`config.mk`:
```
export PLATFORM = sky130hd
export DESIGN_NAME = iob_reset_seq
export DESIGN_NICKNAME = d
export VERILOG_FILES = /design/src/rtl/iob_reset_seq.sv
export SDC_FILE = /design/constraint.sdc
export NUM_CORES = 1
export LEC_CHECK = 0
export BUFFER_PORTS_ARGS = -buffer_cell sky130_fd_sc_hd__buf_2
export CAP_MARGIN = 20
export CORE_MARGIN = 1.5
export CORE_UTILIZATION = 59
export DETAILED_ROUTE_END_ITERATION = 6
export GPL_ROUTABILITY_DRIVEN = 1
export HOLD_SLACK_MARGIN = 0.08
export PLACE_DENSITY = 0.86
export SLEW_MARGIN = 30
export SYNTH_ARGS = -nofsm -noshare
export SYNTH_HDL_FRONTEND = slang
export SYNTH_SLANG_ARGS = --single-unit
export TNS_END_PERCENT = 10
```
`constraint.sdc`:
```
create_clock -name clk -period 2.81 [get_ports clk]
set_input_delay 0.562 -clock clk [delete_from_list [all_inputs] [get_ports clk]]
set_output_delay 0.562 -clock clk [all_outputs]
set_load 0.02 [all_outputs]
```
`src/rtl/iob_reset_seq.sv`:
```
// Multi-channel reset sequencer: hold all domains, debounce PLL lock, then release
// channels in index order gated by per-channel ready, with lock-loss and restart handling.
module iob_reset_seq #(
    parameter int unsigned N_CH     = 3,
    parameter int unsigned DURATION = 10,
    parameter int unsigned LOCK_CNT = 4,
    parameter int unsigned GAP      = 5,
    parameter int unsigned TIMEOUT  = 20,
    parameter int unsigned CNT_W    = 16
) (
    input  logic            clk,
    input  logic            rst,
    input  logic            restart,
    input  logic            locked,
    input  logic [N_CH-1:0] ready_i,
    output logic [N_CH-1:0] rst_o,
    output logic            done_o,
    output logic            timeout_o,
    output logic [7:0]      lock_loss_cnt_o
);

    localparam int unsigned CH_W = (N_CH > 1) ? $clog2(N_CH) : 1;

    localparam logic [CNT_W-1:0] DUR_LAST  = CNT_W'(DURATION - 1);
    localparam logic [CNT_W-1:0] LOCK_LAST = CNT_W'(LOCK_CNT - 1);
    localparam logic [CNT_W-1:0] GAP_LAST  = CNT_W'(GAP - 1);
    localparam logic [CNT_W-1:0] TMO       = CNT_W'(TIMEOUT);
    localparam logic [CNT_W-1:0] CNT_ONE   = CNT_W'(1);
    localparam logic [CH_W-1:0]  CH_LAST   = CH_W'(N_CH - 1);
    localparam logic [CH_W-1:0]  CH_ONE    = CH_W'(1);

    typedef enum logic [2:0] {
        StHold,
        StWaitLock,
        StSeqWait,
        StSeqGap,
        StDone
    } state_e;

    state_e           state_q;
    logic [CNT_W-1:0] cnt_q;
    logic [CH_W-1:0]  ch_q;
    logic             lock_lost;

    // Lock drops only matter once sequencing has begun; WAIT_LOCK handles its own debounce.
    assign lock_lost = !locked &&
                       ((state_q == StSeqWait) || (state_q == StSeqGap) || (state_q == StDone));

    always_ff @(posedge clk) begin
        if (rst) begin
            state_q         <= StHold;
            cnt_q           <= '0;
            ch_q            <= '0;
            rst_o           <= '1;
            done_o          <= 1'b0;
            timeout_o       <= 1'b0;
            lock_loss_cnt_o <= '0;
        end else if (restart) begin
            state_q   <= StHold;
            cnt_q     <= '0;
            ch_q      <= '0;
            rst_o     <= '1;
            done_o    <= 1'b0;
            timeout_o <= 1'b0;
        end else if (lock_lost) begin
            state_q <= StHold;
            cnt_q   <= '0;
            ch_q    <= '0;
            rst_o   <= '1;
            done_o  <= 1'b0;
            if (lock_loss_cnt_o != 8'hff) begin
                lock_loss_cnt_o <= lock_loss_cnt_o + 8'd1;
            end
        end else begin
            case (state_q)
                StHold: begin
                    rst_o <= '1;
                    if (cnt_q == DUR_LAST) begin
                        state_q <= StWaitLock;
                        cnt_q   <= '0;
                    end else begin
                        cnt_q <= cnt_q + CNT_ONE;
                    end
                end
                StWaitLock: begin
                    if (!locked) begin
                        cnt_q <= '0;
                    end else if (cnt_q == LOCK_LAST) begin
                        state_q <= StSeqWait;
                        cnt_q   <= '0;
                        ch_q    <= '0;
                    end else begin
                        cnt_q <= cnt_q + CNT_ONE;
                    end
                end
                StSeqWait: begin
                    if (ready_i[ch_q]) begin
                        rst_o[ch_q] <= 1'b0;
                        cnt_q       <= '0;
                        if (ch_q == CH_LAST) begin
                            state_q <= StDone;
                            done_o  <= 1'b1;
                        end else if (GAP == 0) begin
                            ch_q <= ch_q + CH_ONE;
                        end else begin
                            state_q <= StSeqGap;
                        end
                    end else begin
                        // Saturate so the wait length stays observable without wrapping.
                        if (cnt_q != TMO) begin
                            cnt_q <= cnt_q + CNT_ONE;
                        end
                        if ((cnt_q == TMO) || (cnt_q + CNT_ONE == TMO)) begin
                            timeout_o <= 1'b1;
                        end
                    end
                end
                StSeqGap: begin
                    if (cnt_q == GAP_LAST) begin
                        state_q <= StSeqWait;
                        cnt_q   <= '0;
                        ch_q    <= ch_q + CH_ONE;
                    end else begin
                        cnt_q <= cnt_q + CNT_ONE;
                    end
                end
                StDone: begin
                end
                default: begin
                    state_q <= StHold;
                    cnt_q   <= '0;
                    ch_q    <= '0;
                    rst_o   <= '1;
                    done_o  <= 1'b0;
                end
            endcase
        end
    end

endmodule
```
== Yosys cells after proc, flatten, opt, wreduce, memory -nomap -nowiden ==
Index checks and enable logic that the tools add are counted.

* Output and inout bits: 13
* Word-level logic and storage cells: 86
* Input bits: 7
* Bits in registers: 34

* Eq/ne operators: 19
* $lt $le $gt $ge: 2
* Bitwise operators: 9
* Reductions and logical operators: 19
* Add/subtract/negate cells: 3
* Muxes and demuxes: 27

{| class="wikitable"
|+ Operators with widths
! kind !! count
|-
| two-way mux 16 bit || 6
|-
| one-hot mux 16 bit (5 select lines) || 1
|-
| equality test 16 x 5 -> 1 bit, second input constant || 2
|-
| two-way mux 3 bit || 7
|-
| adder 16 x 1 -> 16 bit, second input constant || 1
|-
| equality test 16 x 2 -> 1 bit, second input constant || 1
|-
| equality test 16 x 3 -> 1 bit, second input constant || 1
|-
| equality test 16 x 4 -> 1 bit, second input constant || 1
|-
| != test 16 x 5 -> 1 bit, second input constant || 1
|-
| one-hot mux 3 bit (5 select lines) || 1
|-
| OR reduction 3 bit || 3
|-
| adder 8 x 1 -> 8 bit, second input constant || 1
|-
| != test 8 bit, second input constant || 1
|-
| AND reduction 4 bit || 2
|-
| inverter 1 bit || 7
|-
| equality test 3 x 2 -> 1 bit, second input constant || 2
|-
| two-way mux 2 bit || 3
|-
| != test 2 x 1 -> 1 bit, second input constant || 3
|-
| != test 2 bit, second input constant || 3
|-
| one-hot mux 2 bit (3 select lines) || 1
|-
| one-hot mux 3 bit (2 select lines) || 1
|-
| AND reduction 3 bit || 2
|-
| AND reduction 6 bit || 1
|-
| two-way mux 1 bit || 4
|-
| 19 further kinds || 23
|}

== Depth between registers and ports, before layout ==
Gate-level depths: netlist of the first run.

* Word-level depth: 8
* Depth in mapped cells: 9

== Worst setup path after synthesis of the first run ==
Ideal clock, no wire load.

* Path type: register to register
* From: reg cnt_q[8]
* To: reg cnt_q[14]
* Data arrival time: 1913 ps
* Stages on the path, launching flop included: 9
* Path slack: 830 ps
* Data required time: 2743 ps
* Buffers on the path: 2
* Path through: dfxtp_1 -> buf_4 -> nor4_2 -> nand2_1 -> or4_4 -> a21oi_4 -> buf_6 -> nand2_1 -> o21ai_2

* Cells in the longest elaborated chain, start to end: 4
* Elaborated cells on any way between the ends: 14

{| class="wikitable"
|+ Ends and longest elaborated chain
! what !! RTL line !! text
|-
| from (decl) || 41 || <nowiki>logic [CNT_W-1:0] cnt_q;</nowiki>
|-
| from (signal assigned) || 82 || <nowiki>cnt_q <= cnt_q + CNT_ONE;</nowiki>
|-
| from (signal assigned) || 93 || <nowiki>cnt_q <= cnt_q + CNT_ONE;</nowiki>
|-
| from (signal assigned) || 111 || <nowiki>cnt_q <= cnt_q + CNT_ONE;</nowiki>
|-
| adder 16 x 1 -> 16 bit / equality test 16 x 2 -> 1 bit (equally long branches) || n/a ||
|-
| two-way mux 16 bit, on equally long branches || 110, 88 ||
|-
| two-way mux 16 bit, on equally long branches || 97, 86 ||
|-
| one-hot mux 16 bit (5 select lines) || 75 || <nowiki>case (state_q)</nowiki>
|}

Parallel ways exist; a longest one is shown, timed or not. The select of a mux whose other input is x is not followed.
A chain may end at the register's enable or synchronous reset.

== Final worst setup path of the first run ==
* From: reg state_q[1]
* To: reg cnt_q[7]

* Cells in the longest elaborated chain, start to end: 5
* Elaborated cells on any way between the ends: 13

{| class="wikitable"
|+ Ends and longest elaborated chain
! what !! RTL line !! text
|-
| from (decl) || 40 || <nowiki>state_e state_q;</nowiki>
|-
| from (signal assigned) || 51 || <nowiki>state_q <= StHold;</nowiki>
|-
| from (signal assigned) || 59 || <nowiki>state_q <= StHold;</nowiki>
|-
| from (signal assigned) || 66 || <nowiki>state_q <= StHold;</nowiki>
|-
| equality test 3 x 2 -> 1 bit || 47, 75 ||
|-
| logical OR 1 bit (2 in series) || 47 || <nowiki>((state_q == StSeqWait) || (state_q == StSeqGap) || (state_q == StDone));</nowiki>
|-
| logical AND 1 bit || 46 || <nowiki>assign lock_lost = !locked &&</nowiki>
|-
| OR reduction 3 bit (no line) || n/a ||
|}

Parallel ways exist; a longest one is shown, timed or not.

==> results.txt, run 1 <==
Antenna violations before repair: 0
Max-cap violation count: 0
Global-route wire length before repair: 6800 um
Worst Tran Pin Value: 546 ps
Hold_sp: done_o
Critical Path Sink Type: flip-flop
Final Skew: 13.4 ps
Status: finished clean
Period utilization: 88.6%
Leakage: 0.743 nW
Top delay family on crit path: simple AND/OR/NAND/NOR gates
Worst hold slack: 459 ps
Top cell type's share of synthesized area: 33.2%
Worst r2r src: state_q[1]
Clock buffer depth: 2
Nets: 280
CP arrival: 2750 ps
Required time at the worst-slack endpoint: 3070 ps
H-tree lvl count: 2
Worst-path clk slew: 120 ps
Core Area: 0.00334 mm^2
Root Buffer: clkbuf_4
Post-layout util: 65.8%
PostCTS Resize Cnt: 0
Worst Path Max Fanout: 15
Top Ports: 20
Routed WL: 4090 um
Netlist cell types: 46
Post-synth top flop: dfxtp_1
Clock Latency Late Sink: 340 ps
CTS tree: built
Final Wtd Congestion: 0.900
Synth Cell Area: 0.00205 mm^2
Vias: 1799
WP buf/inv: 0
Maximum vdd drop: 0.000227 V
Yosys Warn Count: 0
Register area share after synthesis: 33.2%
Via-to-Cell Ratio: 5.75
Synth top area cells: dfxtp_1 33%, nand2_1 6.6%, xnor2_1 5.5%
Violation count after the first detailed-routing iteration: 151
F_max: 402 MHz
CTS buffer count: 5
Vias in the first global route: 1547
GR Util All Layers: 24.0%
Dpl hpwl: 2990 um
Die footprint: 0.00384 mm^2
Max stage delay on crit path: 620 ps
First-pass DRT Iterations: 4
Power Density: 401 mW/mm^2
Antenna Violating Nets Remaining: 0
Buffers on Ports: 19
Post-synthesis area per instance: 8.05 um^2
Row count: 21
Biggest area consumer among synthesized cells: dfxtp_1
Die boundary width: 62.0 um
FFs w/ async S/R, synth: 0%
Cts hold-fix bufs: 0
Largest net degree at the start of global routing: 16
Final Slew Violations: 0
Relative slew margins: 63.5%
Yosys reg bits: 34
Final setup fails: 0
Critical path type: reg2reg
Endpoints failing hold: 0
Die Y-Extent: 62.0 um
CP startpoint: state_q[1]
Post-synth EDFFs: 0
Startpoint types: flip-flop
Area delta synth->final: 7.01%
Unrepaired setup endpoints after global routing: no
Post-CTS setup buffers: 0
Syn Nets: 269
Setup TNS: 0 ps
Clock period minus worst slack: 2490 ps
Overall power: 0.879 mW
Grt ovf: 0
Slowest-stage cell, CP: dfxtp_1
Critical Path, Cell by Cell: and2b_1 > and2_1 > a22oi_1 > a311oi_1 > nand2_1 > o21ai_0
Starting Density: 61.5%
CTS Sinks: 34
Cell count after synthesis: 255
Antenna fix cells: 0
WL/cell: 13.1 um
Remaining DRCs: 0
Layout cells sized above 1: 15.4%
Worst hold path class: reg2reg
final timing paths:
check	to	slack (ps)	depth (start not counted)
worst max-delay path	cnt_q[7]	320	6
worst min-delay path	done_o	460	2
worst max register to register	cnt_q[7]	320	6
worst min register to register	done_o	460	2
synth_stat cells, drive strengths merged (2+ instances only):
cell	number
a211oi	2
a21o	2
a21oi	14
a31oi	2
and3	2
buf	11
clkbuf	5
dfxtp	34
ha	7
inv	7
mux2i	4
nand2	36
nand2b	2
nand3	10
nand3b	2
nand4	12
nor2	25
nor3	11
nor4	5
nor4b	2
o21ai	18
o31ai	3
or3	3
or3b	2
xnor2	13
xor2	9
kinds of logic after synthesis:
| family | Yosys count | synth area share [%] |
|---|---|---|
| AND/OR/NAND/NOR | 118 | 29.9 |
| AO/OA/AOI/OAI | 47 | 15.2 |
| flip-flops | 34 | 33.2 |
| buffers and inverters | 23 | 6.10 |
| XOR/XNOR | 22 | 9.39 |
| adder cells (fa/ha/maj) | 7 | 4.27 |
| multiplexers | 4 | 1.95 |
registers in the layout (all words and copies together) (netlist names):
register,count
cnt_q,16
done_o,1
rst_o,3
timeout_o,1
state_q,3
ch_q,2
lock_loss_cnt_o,8
where the power goes:
| part | switching (mW) | internal, mW |
|---|---|---|
| registers | 0.00199 | 0.483 |
| logic | 0.0171 | 0.00822 |
| clock network | 0.182 | 0.187 |
stage by stage:
stage               std cells  area, um^2  setup slack [ps]
global route              313        2200              15.7
detailed placement        305        2110               374
CTS                       313        2200               366
finish                    313        2200               321
floorplan                 255        2050               830
global placement          305        2110               513
cell usage in the layout (no fill, tap or decap), types with 7 or more instances in the layout:
cell / count
a21oi_1: 13
buf_2: 19
dfxtp_1: 34
ha_1: 7
inv_1: 7
nand2_1: 36
nand3_1: 10
nand4_1: 12
nor2_1: 25
nor3_1: 8
o21ai_0: 7
xnor2_1: 13
xor2_1: 9
layout make-up:
class,count,area [um^2]
fill,284,1140
clock inverter,3,45.0
clock buffer,5,37.5
timing repair buffer,20,103
multi-input combinational,198,1250
inverter,7,26.3
sequential,34,681
tap,46,57.6
per-layer routing:
| layer | vias to the layer above | routed length [um] | track usage (%) | share of wire (%) |
|---|---|---|---|---|
| met1 | 817 | 1880 | 30.6 | 46 |
| met4 | 0 | 56 | 9.42 | 1.4 |
| met5 | - | 0 | 0 | 0 |
| met2 | 54 | 1950 | 39.3 | 48 |
| li1 | 921 | - | - | - |
| met3 | 7 | 197 | 5.18 | 4.8 |
tightest hold or removal path, delay by kind of cell (launching register included):
kind	cells	cell delay, ps
AOI/OAI and AO/OA	1	50
buffers and inverters	1	50
DFF	1	330
Power figures use the tool's default switching activity.
==> inputs of run 2 (changes only) <==
--- a/config.mk
+++ b/config.mk
@@ -7,11 +7,13 @@
 export LEC_CHECK = 0
 export BUFFER_PORTS_ARGS = -buffer_cell sky130_fd_sc_hd__buf_2
 export CAP_MARGIN = 20
+export CORE_ASPECT_RATIO = 1.75
 export CORE_MARGIN = 1.5
 export CORE_UTILIZATION = 59
 export DETAILED_ROUTE_END_ITERATION = 6
 export GPL_ROUTABILITY_DRIVEN = 1
 export HOLD_SLACK_MARGIN = 0.08
+export MAX_ROUTING_LAYER = met4
 export PLACE_DENSITY = 0.86
 export SLEW_MARGIN = 30
 export SYNTH_ARGS = -nofsm -noshare
==> run 2 against run 1 <==
Wire length is 2.2% higher. Worst setup slack better by 83 ps. Total power is 0.18% higher. Cell area is 0.34% higher. Core utilization is 0.29 points lower. Clock skew is 11 ps lower. Sequential cell count stayed put. Sequential power hardly changed. Combinational power hardly changed. Register-to-register slack better by 80 ps. Global-route usage is 0.13 points lower. Hold slack worse by 16 ps. Largest cell class unchanged.
==> results.txt, run 2 (synthesis gave the netlist of run 1 again) <==
Die footprint: 0.00385 mm^2
Clk network pwr share: 42.0%
Fill count: 306
Placed Instances: 304
Final Wtd Congestion: 0.883
Row count: 28
Nets: 280
Worst hold path class: reg2reg
Worst Slack Setup Final: 404 ps
Leakage: 0.754 nW
Status: finished clean
Required time at the worst-slack endpoint: 3010 ps
Overall power: 0.881 mW
Cts hold-fix bufs: 0
Violation count after the first detailed-routing iteration: 47
Setup TNS: 0 ps
Most common cell after layout, fill and taps aside: nand2_1
Largest regs: cnt_q (16), lock_loss_cnt_o (8)
Dpl hpwl: 3070 um
First-pass DRT Iterations: 4
Antenna violations before repair: 0
Remaining DRCs: 0
Startpoint types: flip-flop
PostCTS Resize Cnt: 0
Die Y-Extent: 81.0 um
Grt ovf: 0
Antenna Violating Nets Remaining: 0
GR Util All Layers: 23.8%
Relative slew margins: 62.7%
Vias: 1817
CTS Sinks: 34
Antenna fix cells: 0
Power Density: 400 mW/mm^2
Top reg by flops: cnt_q
Top Ports: 20
Maximum vdd drop: 0.000280 V
Final Skew: 1.95 ps
Sequential share of power: 55.1%
Unrepaired setup endpoints after global routing: no
Buffers on Ports: 19
Endpoints failing hold: 0
CTS tree: built
WL/cell: 13.4 um
Post-CTS setup buffers: 0
Max reg flops: 16
Multi-input logic area: 0.00125 mm^2
Cell-internal power: 0.689 mW
Sw Share: 21.8%
CTS buffer count: 5
Pre-CTS WS: 369 ps
Worst Path Max Fanout: 15
Worst Tran Pin Value: 558 ps
Slowest-stage cell, CP: dfxtp_1
Clock buffer depth: 2
Routed WL: 4170 um
Die boundary width: 47.6 um
Via-to-Cell Ratio: 5.82
Max stage delay on crit path: 610 ps
Worst hold slack: 443 ps
Max-cap violation count: 0
Final instance area: 0.00220 mm^2
Critical path type: reg2reg
Core Area: 0.00336 mm^2
Critical Path, Cell by Cell: and2b_1 > and2_1 > a22oi_1 > a311oi_1 > nand2_1 > o21ai_0
Area delta synth->final: 7.38%
Placed inst area: 0.00211 mm^2
Period utilization: 85.6%
Final Slew Violations: 0
CP arrival: 2610 ps
Register area: 681 um^2
Vias in the first global route: 1585
Post-layout util: 65.5%
Most frequent cells in the layout: 36 x nand2_1, 34 x dfxtp_1, 25 x nor2_1
Largest net degree at the start of global routing: 16
Comb pwr share: 2.9%
Layout cells sized above 1: 15.0%
F_max: 416 MHz
Post-route insts no fill: 312
Sw Pwr: 0.192 mW
Global-route wire length before repair: 6650 um
Clock period minus worst slack: 2410 ps
H-tree lvl count: 2
Clock Latency Late Sink: 280 ps
Critical Path Sink Type: flip-flop
Worst-path clk slew: 70 ps
Root Buffer: clkbuf_8
Starting Density: 61.0%
Final setup fails: 0
[run 2: final cells by class]
| type | count | area share, % |
|---|---|---|
| multi-input cells | 198 | 56.6 |
| flip-flops and latches | 34 | 30.9 |
| repair buffers | 20 | 4.66 |
| clock buffers | 7 | 3.92 |
| well taps | 45 | 2.56 |
| inverters | 7 | 1.19 |
| clock inverters | 1 | 0.227 |
[run 2: critical path: cells and delay by family (launching register included)]
family	cells	cell delay [ps]
AO/OA/AOI/OAI	3	830
AND/OR/NAND/NOR	3	880
flip-flops	1	610
[run 2: final timing paths]
path / from / end / slack (ps) / cells after the start
setup / recovery: state_q[1] / cnt_q[8] / 400 / 6
hold reg to reg: done_o / done_o / 440 / 2
setup reg to reg: state_q[1] / cnt_q[8] / 400 / 6
hold / removal: done_o / done_o / 440 / 2
[run 2: power groups by stage]
| stage | registers [mW] | logic [mW] | clock network, mW |
|---|---|---|---|
| after floorplan | 0.496 | 0.0155 | 0 |
| after global placement | 0.496 | 0.0252 | 0 |
| after detailed placement | 0.496 | 0.0257 | 0 |
| after CTS | 0.485 | 0.0259 | 0.375 |
| after global routing | 0.485 | 0.0291 | 0.395 |
| final | 0.485 | 0.0256 | 0.370 |
[run 2: metal layers]
metal | global-route usage [%] | vias to the layer above | share of wire, %
met5 | - | - | 0
met4 | 7.57 | 0 | 1.3
met3 | 4.22 | 7 | 2.8
met2 | 43.4 | 33 | 55
met1 | 24.3 | 853 | 41
li1 | - | 924 | -
==> inputs of run 3 (changes only) <==
--- a/config.mk
+++ b/config.mk
@@ -9,12 +9,12 @@
 export CAP_MARGIN = 20
 export CORE_ASPECT_RATIO = 1.75
 export CORE_MARGIN = 1.5
-export CORE_UTILIZATION = 59
+export CORE_UTILIZATION = 45
 export DETAILED_ROUTE_END_ITERATION = 6
 export GPL_ROUTABILITY_DRIVEN = 1
 export HOLD_SLACK_MARGIN = 0.08
 export MAX_ROUTING_LAYER = met4
-export PLACE_DENSITY = 0.86
+export PLACE_DENSITY = 0.69
 export SLEW_MARGIN = 30
 export SYNTH_ARGS = -nofsm -noshare
 export SYNTH_HDL_FRONTEND = slang
==> run 3 against run 2 <==
Die area increased by 29%. Register-to-register slack improved by 30 ps. Sequential power about the same. Total power increased by 1.8%. Largest cell class unchanged. Highest routed layer unchanged. Critical endpoint unchanged. Largest power group unchanged.
==> results.txt, run 3 (synthesis gave the netlist of run 1 again) <==
Max reg flops: 16
Root Buffer: clkbuf_8
Worst Tran Pin Value: 572 ps
Worst r2r path cells: 6
Cts hold-fix bufs: 0
Startpoint types: flip-flop
Top delay family on crit path: simple AND/OR/NAND/NOR gates
Final Slew Violations: 0
CP arrival: 2580 ps
Relative slew margins: 61.8%
Critical Path, Cell by Cell: and2b_1 > and2_1 > a22oi_1 > a311oi_1 > nand2_1 > o21ai_0
CTS Sinks: 34
Critical Path Sink Type: flip-flop
Grt ovf: 0
Via-to-Cell Ratio: 5.54
Clock buffer depth: 2
Hold Path Sink: done_o
Post-CTS setup buffers: 0
Layout cells sized above 1: 15.4%
Core Area: 0.00440 mm^2
Row count: 32
Max stage delay on crit path: 620 ps
PostCTS Resize Cnt: 0
Max-cap violation count: 0
Overall power: 0.897 mW
Die boundary width: 54.0 um
Vias: 1763
Routed WL: 4210 um
Unrepaired setup endpoints after global routing: no
Remaining DRCs: 0
Critical path type: reg2reg
Area delta synth->final: 7.93%
Top reg by flops: cnt_q
CTS buffer count: 5
Maximum vdd drop: 0.000232 V
CTS tree: built
Hold_sp: done_o
Fill count: 449
Status: finished clean
Hold path depth: 2
Worst Path Max Fanout: 15
Period utilization: 84.5%
Worst hold path class: reg2reg
Clock period minus worst slack: 2380 ps
F_max: 421 MHz
Final Skew: 6.91 ps
Global-route wire length before repair: 7010 um
GR Util All Layers: 19.1%
Starting Density: 46.6%
Worst hold slack: 437 ps
FF-to-FF setup slack: 430 ps
Worst r2r src: state_q[1]
Leakage: 0.753 nW
Vias in the first global route: 1624
Largest net degree at the start of global routing: 16
Worst-path clk slew: 80 ps
Power Density: 405 mW/mm^2
Buffers on Ports: 19
Violation count after the first detailed-routing iteration: 33
Antenna Violating Nets Remaining: 0
Final setup fails: 0
Die Y-Extent: 92.3 um
Dpl hpwl: 3090 um
Most common cell after layout, fill and taps aside: nand2_1
First-pass DRT Iterations: 4
Endpoints failing hold: 0
Setup TNS: 0 ps
Antenna fix cells: 0
WL/cell: 13.2 um
H-tree lvl count: 2
Top Ports: 20
Antenna violations before repair: 0
Final Wtd Congestion: 0.844
Nets: 280
CP startpoint: state_q[1]
RR Endpoint: cnt_q[8]
Post-layout util: 50.3%
WP buf/inv: 0
Die footprint: 0.00499 mm^2
Post-route insts no fill: 318
Clock Latency Late Sink: 290 ps
Placed Instances: 310
Largest regs: cnt_q (16), lock_loss_cnt_o (8)
Required time at the worst-slack endpoint: 3020 ps
Slowest-stage cell, CP: dfxtp_1
Most frequent cells in the layout: 36 x nand2_1, 34 x dfxtp_1, 25 x nor2_1
-- run 3: power breakdown --
group / leakage (nW) / internal [mW] / switching [mW]
clock: 0.0472 / 0.197 / 0.189
combinational: 0.431 / 0.00830 / 0.0175
sequential: 0.274 / 0.483 / 0.00218
total: 0.753 / 0.688 / 0.209
-- run 3: metal layers --
layer	wire, um	GRT usage (%)	vias to the layer above
met4	85	8.13	0
met1	1850	20.1	807
met3	118	3.39	6
met2	2150	33.4	31
met5	0	-	-
li1	-	-	919
-- run 3: area by class of cell --
type / count / area [um^2] / area share [%]
flip-flops and latches: 34 / 681 / 30.7
clock inverters: 2 / 12.5 / 0.565
multi-input cells: 198 / 1250 / 56.3
clock buffers: 6 / 82.6 / 3.73
well taps: 51 / 63.8 / 2.88
inverters: 7 / 26.3 / 1.19
repair buffers: 20 / 103 / 4.63
-- run 3: per-stage QoR --
step	instance area, um^2	worst slack (ps)
4_1_cts	2210	398
3_5_place_dp	2120	374
5_1_grt	2210	197
2_1_floorplan	2050	830
6_report	2210	435
3_3_place_gp	2120	431
-- run 3: how the worst max path moves through the flow --
stage	endpoint	slack, ps	cells after the start
final	cnt_q[8]	430	6
after global routing	cnt_q[8]	200	6
after CTS	cnt_q[13]	400	6
after detailed placement	cnt_q[13]	370	7
after global placement	cnt_q[8]	430	7
after floorplan	cnt_q[14]	830	8
-- run 3: worst min-delay path, cell delays in order (launching register included) --
cell and delay (ps):
dfxtp_1 310, inv_1 40, a21oi_1 50
